==> src/rtl/alu_arbiter_pkg.sv <==
// Shared definitions for the two-requester ALU arbiter: default widths,
// FSM state encoding and the ALU control codes used by requesters.
package alu_arbiter_pkg;

    localparam int DEF_DATA_W = 32;
    localparam int DEF_CTRL_W = 5;
    localparam int DEF_FLAG_W = 3;

    typedef enum logic [1:0] {
        ST_IDLE = 2'd0,
        ST_EXEC = 2'd1,
        ST_RESP = 2'd2
    } state_t;

    localparam logic [4:0] ALU_ADD = 5'b00000;
    localparam logic [4:0] ALU_SUB = 5'b00001;
    localparam logic [4:0] ALU_AND = 5'b00010;
    localparam logic [4:0] ALU_OR  = 5'b00011;
    localparam logic [4:0] ALU_XOR = 5'b00100;

    // Priority hands over to the requester that was not just served.
    function automatic logic next_pointer(input logic [1:0] grant);
        return grant[0];
    endfunction

endpackage

==> src/rtl/alu_arbiter_rr_pick2.sv <==
// Two-way round-robin pick: one-hot grant from the valids and the priority
// pointer. Purely combinational; the pointer register lives in the caller.
module rr_pick2 (
    input  logic [1:0] valid,
    input  logic       pointer,
    output logic [1:0] grant
);

    assign grant[0] = valid[0] & (~valid[1] | ~pointer);
    assign grant[1] = valid[1] & (~valid[0] |  pointer);

endmodule

==> src/rtl/alu_arbiter.sv <==
// Shares one external combinational ALU between two valid/ready requesters,
// one operation at a time, returning each result on the owner's response channel.
module alu_arbiter
    import alu_arbiter_pkg::*;
#(
    parameter int DATA_W = DEF_DATA_W,
    parameter int CTRL_W = DEF_CTRL_W,
    parameter int FLAG_W = DEF_FLAG_W
) (
    input  logic              clk,
    input  logic              rst,

    input  logic              req0_valid,
    output logic              req0_ready,
    input  logic [DATA_W-1:0] req0_a,
    input  logic [DATA_W-1:0] req0_b,
    input  logic [CTRL_W-1:0] req0_ctrl,
    output logic              resp0_valid,
    input  logic              resp0_ready,
    output logic [DATA_W-1:0] resp0_out,
    output logic [FLAG_W-1:0] resp0_flags,

    input  logic              req1_valid,
    output logic              req1_ready,
    input  logic [DATA_W-1:0] req1_a,
    input  logic [DATA_W-1:0] req1_b,
    input  logic [CTRL_W-1:0] req1_ctrl,
    output logic              resp1_valid,
    input  logic              resp1_ready,
    output logic [DATA_W-1:0] resp1_out,
    output logic [FLAG_W-1:0] resp1_flags,

    output logic [DATA_W-1:0] alu_a,
    output logic [DATA_W-1:0] alu_b,
    output logic [CTRL_W-1:0] alu_ctrl,
    input  logic [DATA_W-1:0] alu_out,
    input  logic [FLAG_W-1:0] alu_flags
);

    state_t            state;
    state_t            state_next;
    logic              pointer;
    logic              grant_id;
    logic [1:0]        pick;
    logic              accept;
    logic              resp_done;
    logic [DATA_W-1:0] op_a;
    logic [DATA_W-1:0] op_b;
    logic [CTRL_W-1:0] op_ctrl;
    logic [DATA_W-1:0] res_out;
    logic [FLAG_W-1:0] res_flags;

    rr_pick2 u_pick (
        .valid   ({req1_valid, req0_valid}),
        .pointer (pointer),
        .grant   (pick)
    );

    // A grant only exists when its requester is valid, so any pick in IDLE is a handshake.
    assign accept    = (state == ST_IDLE) && (pick != 2'b00);
    assign resp_done = (state == ST_RESP) && (grant_id ? resp1_ready : resp0_ready);

    always_ff @(posedge clk or posedge rst) begin
        if (rst) begin
            state <= ST_IDLE;
        end else begin
            state <= state_next;
        end
    end

    always_comb begin
        state_next = state;
        case (state)
            ST_IDLE: if (accept)    state_next = ST_EXEC;
            ST_EXEC:                state_next = ST_RESP;
            ST_RESP: if (resp_done) state_next = ST_IDLE;
            default:                state_next = ST_IDLE;
        endcase
    end

    always_comb begin
        req0_ready  = 1'b0;
        req1_ready  = 1'b0;
        alu_a       = '0;
        alu_b       = '0;
        alu_ctrl    = '0;
        resp0_valid = 1'b0;
        resp0_out   = '0;
        resp0_flags = '0;
        resp1_valid = 1'b0;
        resp1_out   = '0;
        resp1_flags = '0;
        case (state)
            ST_IDLE: begin
                req0_ready = pick[0];
                req1_ready = pick[1];
            end
            ST_EXEC: begin
                alu_a    = op_a;
                alu_b    = op_b;
                alu_ctrl = op_ctrl;
            end
            ST_RESP: begin
                if (grant_id) begin
                    resp1_valid = 1'b1;
                    resp1_out   = res_out;
                    resp1_flags = res_flags;
                end else begin
                    resp0_valid = 1'b1;
                    resp0_out   = res_out;
                    resp0_flags = res_flags;
                end
            end
            default: ;
        endcase
    end

    // Operand latch on accept, result capture at the end of EXEC.
    always_ff @(posedge clk or posedge rst) begin
        if (rst) begin
            pointer   <= 1'b0;
            grant_id  <= 1'b0;
            op_a      <= '0;
            op_b      <= '0;
            op_ctrl   <= '0;
            res_out   <= '0;
            res_flags <= '0;
        end else begin
            if (accept) begin
                grant_id <= pick[1];
                pointer  <= next_pointer(pick);
                op_a     <= pick[1] ? req1_a    : req0_a;
                op_b     <= pick[1] ? req1_b    : req0_b;
                op_ctrl  <= pick[1] ? req1_ctrl : req0_ctrl;
            end
            if (state == ST_EXEC) begin
                res_out   <= alu_out;
                res_flags <= alu_flags;
            end
        end
    end

endmodule

==> config.mk <==
export PLATFORM = sky130hd
export DESIGN_NAME = alu_arbiter
export DESIGN_NICKNAME = d
export VERILOG_FILES = /design/src/rtl/alu_arbiter_pkg.sv /design/src/rtl/alu_arbiter_rr_pick2.sv /design/src/rtl/alu_arbiter.sv
export SDC_FILE = /design/constraint.sdc
export NUM_CORES = 1
export LEC_CHECK = 0
export CAP_MARGIN = 10
export CORE_AREA = 8 8 158 115
export DETAILED_ROUTE_END_ITERATION = 10
export DIE_AREA = 0 0 166 123
export PLACE_DENSITY = 0.89
export SLEW_MARGIN = 10
export SYNTH_ARGS = -nofsm -noshare
export SYNTH_HDL_FRONTEND = slang
export SYNTH_HIERARCHICAL = 1
export SYNTH_SLANG_ARGS = --single-unit
==> constraint.sdc <==
create_clock -name clk -period 4 [get_ports clk]
set_input_delay 0.8 -clock clk [delete_from_list [all_inputs] [get_ports clk]]
set_output_delay 0.8 -clock clk [all_outputs]
set_load 0.01 [all_outputs]
==> results of run 1 <==
sequential cells by signal, indices dropped and copies added, names as in the netlist:
name,count
res_out,32
op_a,32
res_flags,3
op_b,32
grant_id,1
op_ctrl,5
pointer,1
state,2
path summary, 6_finish.rpt:
check                                          to  depth (start not counted)  slack (ns)
hold reg to reg              op_a[29]$_DFFE_PP0P_                          1        0.50
hold / removal               op_a[29]$_DFFE_PP0P_                          1        0.50
max in group asynchronous  res_out[4]$_DFFE_PP0N_                          3        2.21
setup reg to reg             op_b[12]$_DFFE_PP0P_                          6        1.67
setup / recovery                       req0_ready                          5        0.82
min in group asynchronous    op_b[22]$_DFFE_PP0P_                          2        0.95
critical path: cells and delay by family:
family	cells	cell delay [ns]
and+or+nand+nor	1	0.14
buffers and inverters	3	1.15
AOI/OAI and AO/OA	1	0.29
cell usage in the layout (no fill, tap or decap):
| cell type | Yosys | layout |
|---|---|---|
| clkdlybuf4s50_1 | 0 | 321 |
| and2_1 | 140 | 140 |
| dfrtp_1 | 108 | 108 |
| mux2_2 | 100 | 100 |
| mux2_4 | 69 | 69 |
| buf_4 | 0 | 10 |
| clkbuf_16 | 0 | 9 |
| mux2_1 | 5 | 5 |
| inv_1 | 5 | 4 |
| nor2_2 | 3 | 3 |
| clkinvlp_4 | 0 | 2 |
| inv_6 | 0 | 2 |
| nor2b_4 | 0 | 1 |
| o21a_4 | 0 | 1 |
| nand2b_1 | 1 | 1 |
| nand2_1 | 1 | 1 |
| inv_4 | 0 | 1 |
| a21o_1 | 1 | 1 |
| o21ai_0 | 1 | 1 |
| o21bai_1 | 1 | 1 |
| clkbuf_1 | 6 | 1 |
| clkinv_2 | 0 | 1 |
| buf_12 | 7 | 1 |
| a21boi_4 | 0 | 1 |
| a21boi_1 | 2 | 1 |
cell families after synthesis:
kind of cell / Yosys count
AO/OA/AOI/OAI: 6
buffers and inverters: 39
flip-flops: 108
multiplexers: 174
AND/OR/NAND/NOR: 146
final cells by class:
cell class / instances / area (um2) / share of cell area (%)
multi-input cells: 326 / 3200 / 32.8
well taps: 205 / 256 / 2.63
clock buffers: 10 / 229 / 2.35
repair buffers: 332 / 3310 / 33.9
inverters: 5 / 21.3 / 0.218
flip-flops and latches: 108 / 2700 / 27.7
clock inverters: 5 / 37.5 / 0.385
metrics by stage:
step	instance area, um2	hold slack (ns)
6_report	9750	0.505
5_1_grt	9750	0.522
4_1_cts	9750	0.508
3_5_place_dp	9490	0.488
3_3_place_gp	9490	0.484
2_1_floorplan	6170	0.464
Yosys cell counts:
| cell type | n |
|---|---|
| a21boi_1 | 2 |
| a21o_1 | 1 |
| and2_1 | 140 |
| buf_12 | 7 |
| buf_2 | 19 |
| buf_6 | 2 |
| clkbuf_1 | 6 |
| dfrtp_1 | 108 |
| inv_1 | 5 |
| mux2_1 | 5 |
| mux2_2 | 100 |
| mux2_4 | 69 |
| nand2_1 | 1 |
| nand2b_1 | 1 |
| nor2_2 | 3 |
| nor2b_1 | 1 |
| o21a_1 | 1 |
| o21ai_0 | 1 |
| o21bai_1 | 1 |
layer usage:
metal	vias up	wire length (um)
met5	-	0
met4	0	505
met3	30	1670
met2	213	9130
met1	2263	7750
li1	2205	-
power by group through the flow:
stage	sequential [uW]	clock [uW]	combinational, uW
2_1_floorplan	1880	0	2260
3_3_place_gp	1990	0	3330
3_5_place_dp	2020	0	3410
4_1_cts	2020	862	3420
5_1_grt	2090	900	3600
6_report	2020	830	3370
==> flow_metrics.tcl, run 1 <==
set metrics [dict create \
    status "finished, final reports clean" \
    vias_per_cell 4.75 \
    initial_core_util_pct 38.9 \
    yosys_register_bits 108 \
    portBuffers 321 \
    met2_usage_pct 30.6 \
    end_kind "primary output" \
    yosys.area.top_type_share_pct 43.8 \
    yosysTopAreaCell "dfrtp_1" \
    drcViolationCount 0 \
    syn_avg_cell_area_um2 13.1 \
    numCtsBuffers 9 \
    fin_skew_ns 0.00610 \
    nNetsFinal 961 \
    cpMaxStageDelayCell "clkdlybuf4s50_1" \
    cts_buffer_depth 2 \
    synth-compound-area-share_pct 0.689 \
    post_cts_resized 0 \
    crit_fanout 3 \
    die_x_um 166 \
    ctsHoldBuffers 0 \
    yosysSeqAreaShare_pct 43.8 \
    startpoint_type "primary input" \
    p_sw_share_pct 32.3 \
    synth_fa_ha_area_share_pct 0 \
    grt_pass1_vias 5239 \
    cts_tree "yes" \
    min_path_type "flip-flop to flip-flop" \
    switchingPower_uw 2010 \
    antenna_found_initial 0 \
    ys_types 19 \
    nFillCells 1260 \
    synth_top_family_by_area "multiplexers" \
    muxShareOfSynthArea_pct 35.9 \
    crit_path_cell_trace "clkdlybuf4s50_1 > a21boi_1 > nand2_1 > inv_1 > clkdlybuf4s50_1" \
    die_y_um 123 \
    relSlewSlack_pct 47.7 \
    pwr-share-comb_pct 54.2 \
    slowest_delay_ns 0.55 \
    busiest_layer "met2" \
    fp-row-count 39 \
    htreeDepth 3 \
    finalSetupTns_ns 0 \
    tightest_slew_ns 0.784 \
    dp_cells 976 \
    synth-simple-area-share_pct 14.8 \
    peakVddDrop_v 0.000418 \
    setup_violations 0 \
    gr-usage-met1_pct 21.1 \
    wl_per_cell_um 19.2 \
    total_power_uw 6220 \
    dr.pass1.iters 4 \
    power.share.clock_pct 13.4 \
    worstSkewPairLatency_ns 0.34 \
    num_vias 4711 \
    fmax_mhz 314 \
    hold_path.startpoint "op_a[29]$_DFFE_PP0P_" \
    num_antenna_cells 0 \
    pwr-share-seq_pct 32.5 \
    power.density_nw_per_um2 637 \
    gr-usage-met3_pct 7.56 \
    finalCriticalPeriod_ns 3.18 \
    core_area_um2 15900 \
    path_class "primary input to primary output" \
    synth-xor-area-share_pct 0 \
    yosysWarnings 6 \
    ant_nets 0 \
    die-area_um2 20400 \
    dp_hpwl_mm 14.9 \
    final_max_slew_viol_count 0 \
    synth_area_leaders "dfrtp_1 (44%), mux2_2 (18%), mux2_4 (17%)" \
    grt_setup_unrepaired "no" \
    cts-root-buf "clkbuf_16" \
    grt_pass1_wl_mm 29.4 \
    synth.cell_area_um2 6170 \
    fin_ws_ns 0.815 \
    clkSinkCount 108 \
    path_common_cell "clkdlybuf4s50_1" \
    drt_wl_total_mm 19.1 \
    worstReg2RegStart "pointer$_DFFE_PP0P_" \
    fin_crit_sh_pct 79.6 \
    grt_usage_pct 18.3 \
    post_cts_buffers 0 \
    hold_violations 0 \
    overflow 0 \
    max_cap_viol_count 0 \
    p_int_uw 4210 \
    leakage_uw 0.00405 \
    place_ws_ns 0.761 \
    synth_nets 652 \
    gp_congestion 0.769 \
    clkTransAtPathRegs_ns 0.07 \
    final_cells 991 \
    crit_start "req0_valid" \
    worstPathRequired_ns 3.20 \
    fin_util_pct 61.5 \
    drt_iter0_drc 142 \
    io_pins 322 \
    drive_gt1_share_pct 25.6 \
    arrival_ns 2.38 \
    grt_max_degree 71 \
    netlist_instances 473 \
    area_delta_synth_final_pct 58.0 \
]
Power figures use the tool's default switching activity.
==> run 2: changes to the inputs <==
- clock period: 4 -> 3 ns (I/O delays scaled with it)
==> run 2 against run 1 <==
Compared with the run above:
- clock skew increased by 0.0023 ns
- first-iteration DRC count shrank 9.2%
- sequential power grew 32%
- critical path depth is the same
- die area stayed put
- register-to-register slack lost 0.53 ns
- sequential share of layout area fell by 0.17 points
- count of clock-buffer cells in the layout increased by 2
- utilization up 0.37 points
- routed wire length down 2.8%
- setup slack got worse by 0.55 ns
==> flow_metrics.tcl, run 2 (synthesis gave the netlist of run 1 again) <==
set metrics [dict create \
    regArea_um2 2700 \
    worstSkewPairLatency_ns 0.34 \
    end_kind "primary output" \
    max_cap_viol_count 0 \
    fin_ws_ns 0.261 \
    fin_skew_ns 0.00840 \
    drt_iter0_drc 129 \
    area_delta_synth_final_pct 58.9 \
    fp-row-count 39 \
    hold_violations 0 \
    pwr-share-comb_pct 54.7 \
    cts_tree "yes" \
    num_vias 4651 \
    portBuffers 321 \
    die-area_um2 20400 \
    worstPathRequired_ns 2.40 \
    min_path_type "flip-flop to flip-flop" \
    most-common-layout-cells "clkdlybuf4s50_1 (321), and2_1 (140), dfrtp_1 (108), mux2_2 (100), mux2_4 (69)" \
    die_y_um 123 \
    drive_gt1_share_pct 25.6 \
    gp_congestion 0.763 \
    vias_per_cell 4.68 \
    numCtsBuffers 9 \
    crit_start "req0_valid" \
    startpoint_type "primary input" \
    post_cts_buffers 0 \
    num_antenna_cells 0 \
    grt_pass1_vias 5143 \
    dr.pass1.iters 4 \
    cts_buffer_depth 2 \
    p_int_uw 5690 \
    arrival_ns 2.14 \
    overflow 0 \
    io_pins 322 \
    clkSinkCount 108 \
    drt_wl_total_mm 18.5 \
    pwr-share-seq_pct 32.0 \
    nNetsFinal 962 \
    grt_max_degree 71 \
    finalCriticalPeriod_ns 2.74 \
    dp_hpwl_mm 14.7 \
    switchingPower_uw 2660 \
    tightest_slew_ns 0.730 \
    path_class "primary input to primary output" \
    nFillCells 1254 \
    worstReg2RegStart "pointer$_DFFE_PP0P_" \
    setup_violations 0 \
    fmax_mhz 365 \
    antenna_found_initial 0 \
    power.share.clock_pct 13.3 \
    post_cts_resized 0 \
    finalSetupTns_ns 0 \
    top_regs "op_a (32), op_b (32), res_out (32)" \
    power.density_nw_per_um2 851 \
    status "finished, final reports clean" \
    p_sw_share_pct 31.8 \
    wl_per_cell_um 18.7 \
    core_area_um2 15900 \
    cts-root-buf "clkbuf_16" \
    hold_path.startpoint "res_out[12]$_DFFE_PP0N_" \
    place_ws_ns 0.267 \
    initial_core_util_pct 38.9 \
    grt_usage_pct 17.8 \
    leakage_uw 0.00407 \
    fin_crit_sh_pct 91.3 \
    peakVddDrop_v 0.000347 \
    layout_commonest_cell "clkdlybuf4s50_1" \
    ctsHoldBuffers 0 \
    grt_pass1_wl_mm 29.2 \
    relSlewSlack_pct 51.3 \
    die_x_um 166 \
    ant_nets 0 \
    clkTransAtPathRegs_ns 0.07 \
    multi_input_area_um2 3200 \
    crit_fanout 3 \
    grt_setup_unrepaired "no" \
    htreeDepth 3 \
    drcViolationCount 0 \
    final_max_slew_viol_count 0 \
]
-- run 2: worst max-delay path, stage by stage --
cell,delay (ns)
clkdlybuf4s50_1,0.53
a21boi_1,0.28
nand2_1,0.13
inv_1,0.07
clkdlybuf4s50_1,0.52
-- run 2: stage by stage --
stage / hold WS (ns) / area, um2 / total power (uW) / util, % / instances
final: 0.500 / 9810 / 8350 / 61.9 / 993
after global routing: 0.515 / 9810 / 8870 / 61.9 / 993
after CTS: 0.505 / 9810 / 8490 / 61.9 / 993
after detailed placement: 0.484 / 9530 / 7320 / 60.1 / 977
after global placement: 0.478 / 9530 / 7190 / 60.1 / 977
after floorplan: 0.464 / 6180 / 5520 / - / 473
-- run 2: layout make-up --
class / instances / area share [%]
clock buffers: 12 / 2.51
clock inverters: 4 / 0.332
inverters: 5 / 0.230
multi-input cells: 326 / 32.6
flip-flops and latches: 108 / 27.5
well taps: 205 / 2.61
repair buffers: 333 / 34.2
-- run 2: layer usage --
metal	global-route usage (%)	vias to the layer above	wire, um
met5	0	-	0
met4	3.51	0	201
met3	7.37	15	1530
met2	30.4	190	9020
met1	21.0	2246	7770
li1	-	2200	-
-- run 2: power by group through the flow --
| stage | Clock (uW) | Sequential, uW | Combinational, uW |
|---|---|---|---|
| floorplan | 0 | 2510 | 3010 |
| CTS | 1160 | 2670 | 4660 |
| global route | 1220 | 2760 | 4890 |
| detailed placement | 0 | 2660 | 4660 |
| finish | 1110 | 2670 | 4570 |
| global placement | 0 | 2650 | 4530 |
-- run 2: worst paths after layout --
| check | to | slack, ns | depth (start not counted) |
|---|---|---|---|
| setup reg to reg | op_b[18]$_DFFE_PP0P_ | 1.14 | 6 |
| setup / recovery | req0_ready | 0.26 | 5 |
| hold / removal | res_out[12]$_DFFE_PP0N_ | 0.50 | 1 |
| max in group asynchronous | op_a[1]$_DFFE_PP0P_ | 1.66 | 3 |
| hold reg to reg | res_out[12]$_DFFE_PP0N_ | 0.50 | 1 |
| min in group asynchronous | res_out[29]$_DFFE_PP0N_ | 0.82 | 3 |
==> run 3: changes to the inputs <==
- CAP_MARGIN: 10 -> 5
- CORE_AREA: 8 8 158 115 -> 2 2 152 109
- DIE_AREA: 0 0 166 123 -> 0 0 154 111
==> run 3 against run 2 <==
Compared with the run above:
- utilization up 0.21 points
- sequential share of layout area shrank 0.091 points
- cell area up 0.33%
- sequential cell count unchanged
- setup slack better by 0.0084 ns
- first-iteration DRC count increased by 43%
- maximum frequency rose by 0.31%
- largest cell class unchanged
- count of clock-buffer cells in the layout decreased by 2
- non-clock buffer count is 3 lower
==> flow_metrics.tcl, run 3 (synthesis gave the netlist of run 1 again) <==
set metrics [dict create \
    fin_crit_sh_pct 91.0 \
    drive_gt1_share_pct 25.6 \
    placed_area_um2 9540 \
    end_kind "primary output" \
    crit_fanout 36 \
    power.density_nw_per_um2 855 \
    grt_usage_pct 19.5 \
    die_y_um 111 \
    grt_setup_unrepaired "no" \
    startpoint_type "flip-flop" \
    fin_ws_ns 0.269 \
    ctsHoldBuffers 0 \
    num_vias 4600 \
    cts_tree "yes" \
    crit_path_cell_trace "nand2b_1 > nor2_2 > buf_4 > and2_1 > clkdlybuf4s50_1" \
    final_area_um2 9840 \
    fin_util_pct 62.1 \
    clkTransAtPathRegs_ns 0.07 \
    most-common-layout-cells "clkdlybuf4s50_1 (321), and2_1 (140), dfrtp_1 (108), mux2_2 (100), mux2_4 (69)" \
    path_class "flip-flop to primary output" \
    finalCriticalPeriod_ns 2.73 \
    min_path_type "flip-flop to flip-flop" \
    arrival_ns 2.13 \
    total_power_uw 8420 \
    fmax_mhz 366 \
    die_x_um 154 \
    die-area_um2 17100 \
    vias_per_cell 4.65 \
    portBuffers 321 \
    dp_hpwl_mm 12.3 \
    leakage_uw 0.00409 \
    peakVddDrop_v 0.000367 \
    fp-row-count 39 \
    hold_violations 0 \
    layout_commonest_cell "clkdlybuf4s50_1" \
    cpMaxStageDelayCell "clkdlybuf4s50_1" \
    numCtsBuffers 9 \
    grt_pass1_wl_mm 26.2 \
    slowest_delay_ns 0.57 \
    wl_per_cell_um 16.6 \
    antenna_found_initial 0 \
    post_cts_resized 0 \
    max_cap_viol_count 0 \
    ant_nets 0 \
    htreeDepth 3 \
    relSlewSlack_pct 61.9 \
    tightest_slew_ns 0.572 \
    num_antenna_cells 0 \
    drt_wl_total_mm 16.4 \
    final_max_slew_viol_count 0 \
    post_cts_buffers 0 \
    setup_violations 0 \
    drcViolationCount 0 \
    top_regs "op_a (32), op_b (32), res_out (32)" \
    io_pins 322 \
    worstSkewPairLatency_ns 0.35 \
    worstPathRequired_ns 2.40 \
    grt_pass1_vias 4829 \
    finalSetupTns_ns 0 \
    overflow 0 \
    area_delta_synth_final_pct 59.5 \
    initial_core_util_pct 38.9 \
    status "finished, final reports clean" \
    core_area_um2 15900 \
    fin_skew_ns 0.00646 \
    grt_max_degree 99 \
    dr.pass1.iters 4 \
    place_ws_ns 0.302 \
    gp_congestion 0.774 \
    clkSinkCount 108 \
    drt_iter0_drc 185 \
    nNetsFinal 959 \
    cts-root-buf "clkbuf_16" \
    cts_buffer_depth 2 \
]
run 3: cell count changes in the layout (fill, tap and decap cells not counted), moves of 2 or more:
| cell | change |
|---|---|
| buf_12 | +2 |
| buf_4 | -5 |
| clkbuf_1 | -2 |
| clkinv_4 | +2 |
| clkinvlp_4 | -2 |
run 3: metrics by stage:
stage	std cells	hold WS, ns
after floorplan	473	0.464
after global placement	974	0.480
after detailed placement	974	0.485
after CTS	990	0.506
after global routing	990	0.516
final	990	0.498
run 3: layout make-up:
class,count,area (um2)
Fill cell,1249,6010
Timing Repair Buffer,330,3360
Multi-Input combinational cell,326,3200
Sequential cell,108,2700
Tap cell,205,256
Clock buffer,10,239
Clock inverter,6,70.1
Inverter,5,22.5
run 3: where the power goes:
| part | leakage (uW) | internal, uW | switching [uW] | total [uW] |
|---|---|---|---|---|
| combinational | 0.00266 | 2880 | 1650 | 4520 |
| clock | 0.000153 | 678 | 554 | 1230 |
| sequential | 0.00127 | 2220 | 442 | 2660 |
run 3: final timing paths:
path                                        start                 endpoint  slack (ns)  depth (start not counted)
min in group asynchronous                     rst  res_out[15]$_DFFE_PP0N_        0.55                          2
max in group asynchronous                     rst      op_b[9]$_DFFE_PP0P_        1.62                          3
min reg2reg                res_out[8]$_DFFE_PP0N_   res_out[8]$_DFFE_PP0N_        0.50                          1
max reg2reg                   pointer$_DFFE_PP0P_      op_b[6]$_DFFE_PP0P_        1.05                          6
min                        res_out[8]$_DFFE_PP0N_   res_out[8]$_DFFE_PP0N_        0.50                          1
max                          state[0]$_DFFE_PP0P_             resp1_out[2]        0.27                          5
run 3: worst max-delay path: cells and delay by family, from the launching register on:
kind	cells	cell delay [ns]
buf+inv	2	0.88
flops	1	0.40
simple gates	3	0.50
run 3: per-layer routing:
| metal | GRT usage, % | part of all wire, % |
|---|---|---|
| met5 | 0 | 0 |
| met4 | 4.74 | 1.5 |
| met3 | 6.53 | 7.4 |
| met2 | 33.6 | 49 |
| met1 | 23.6 | 42 |
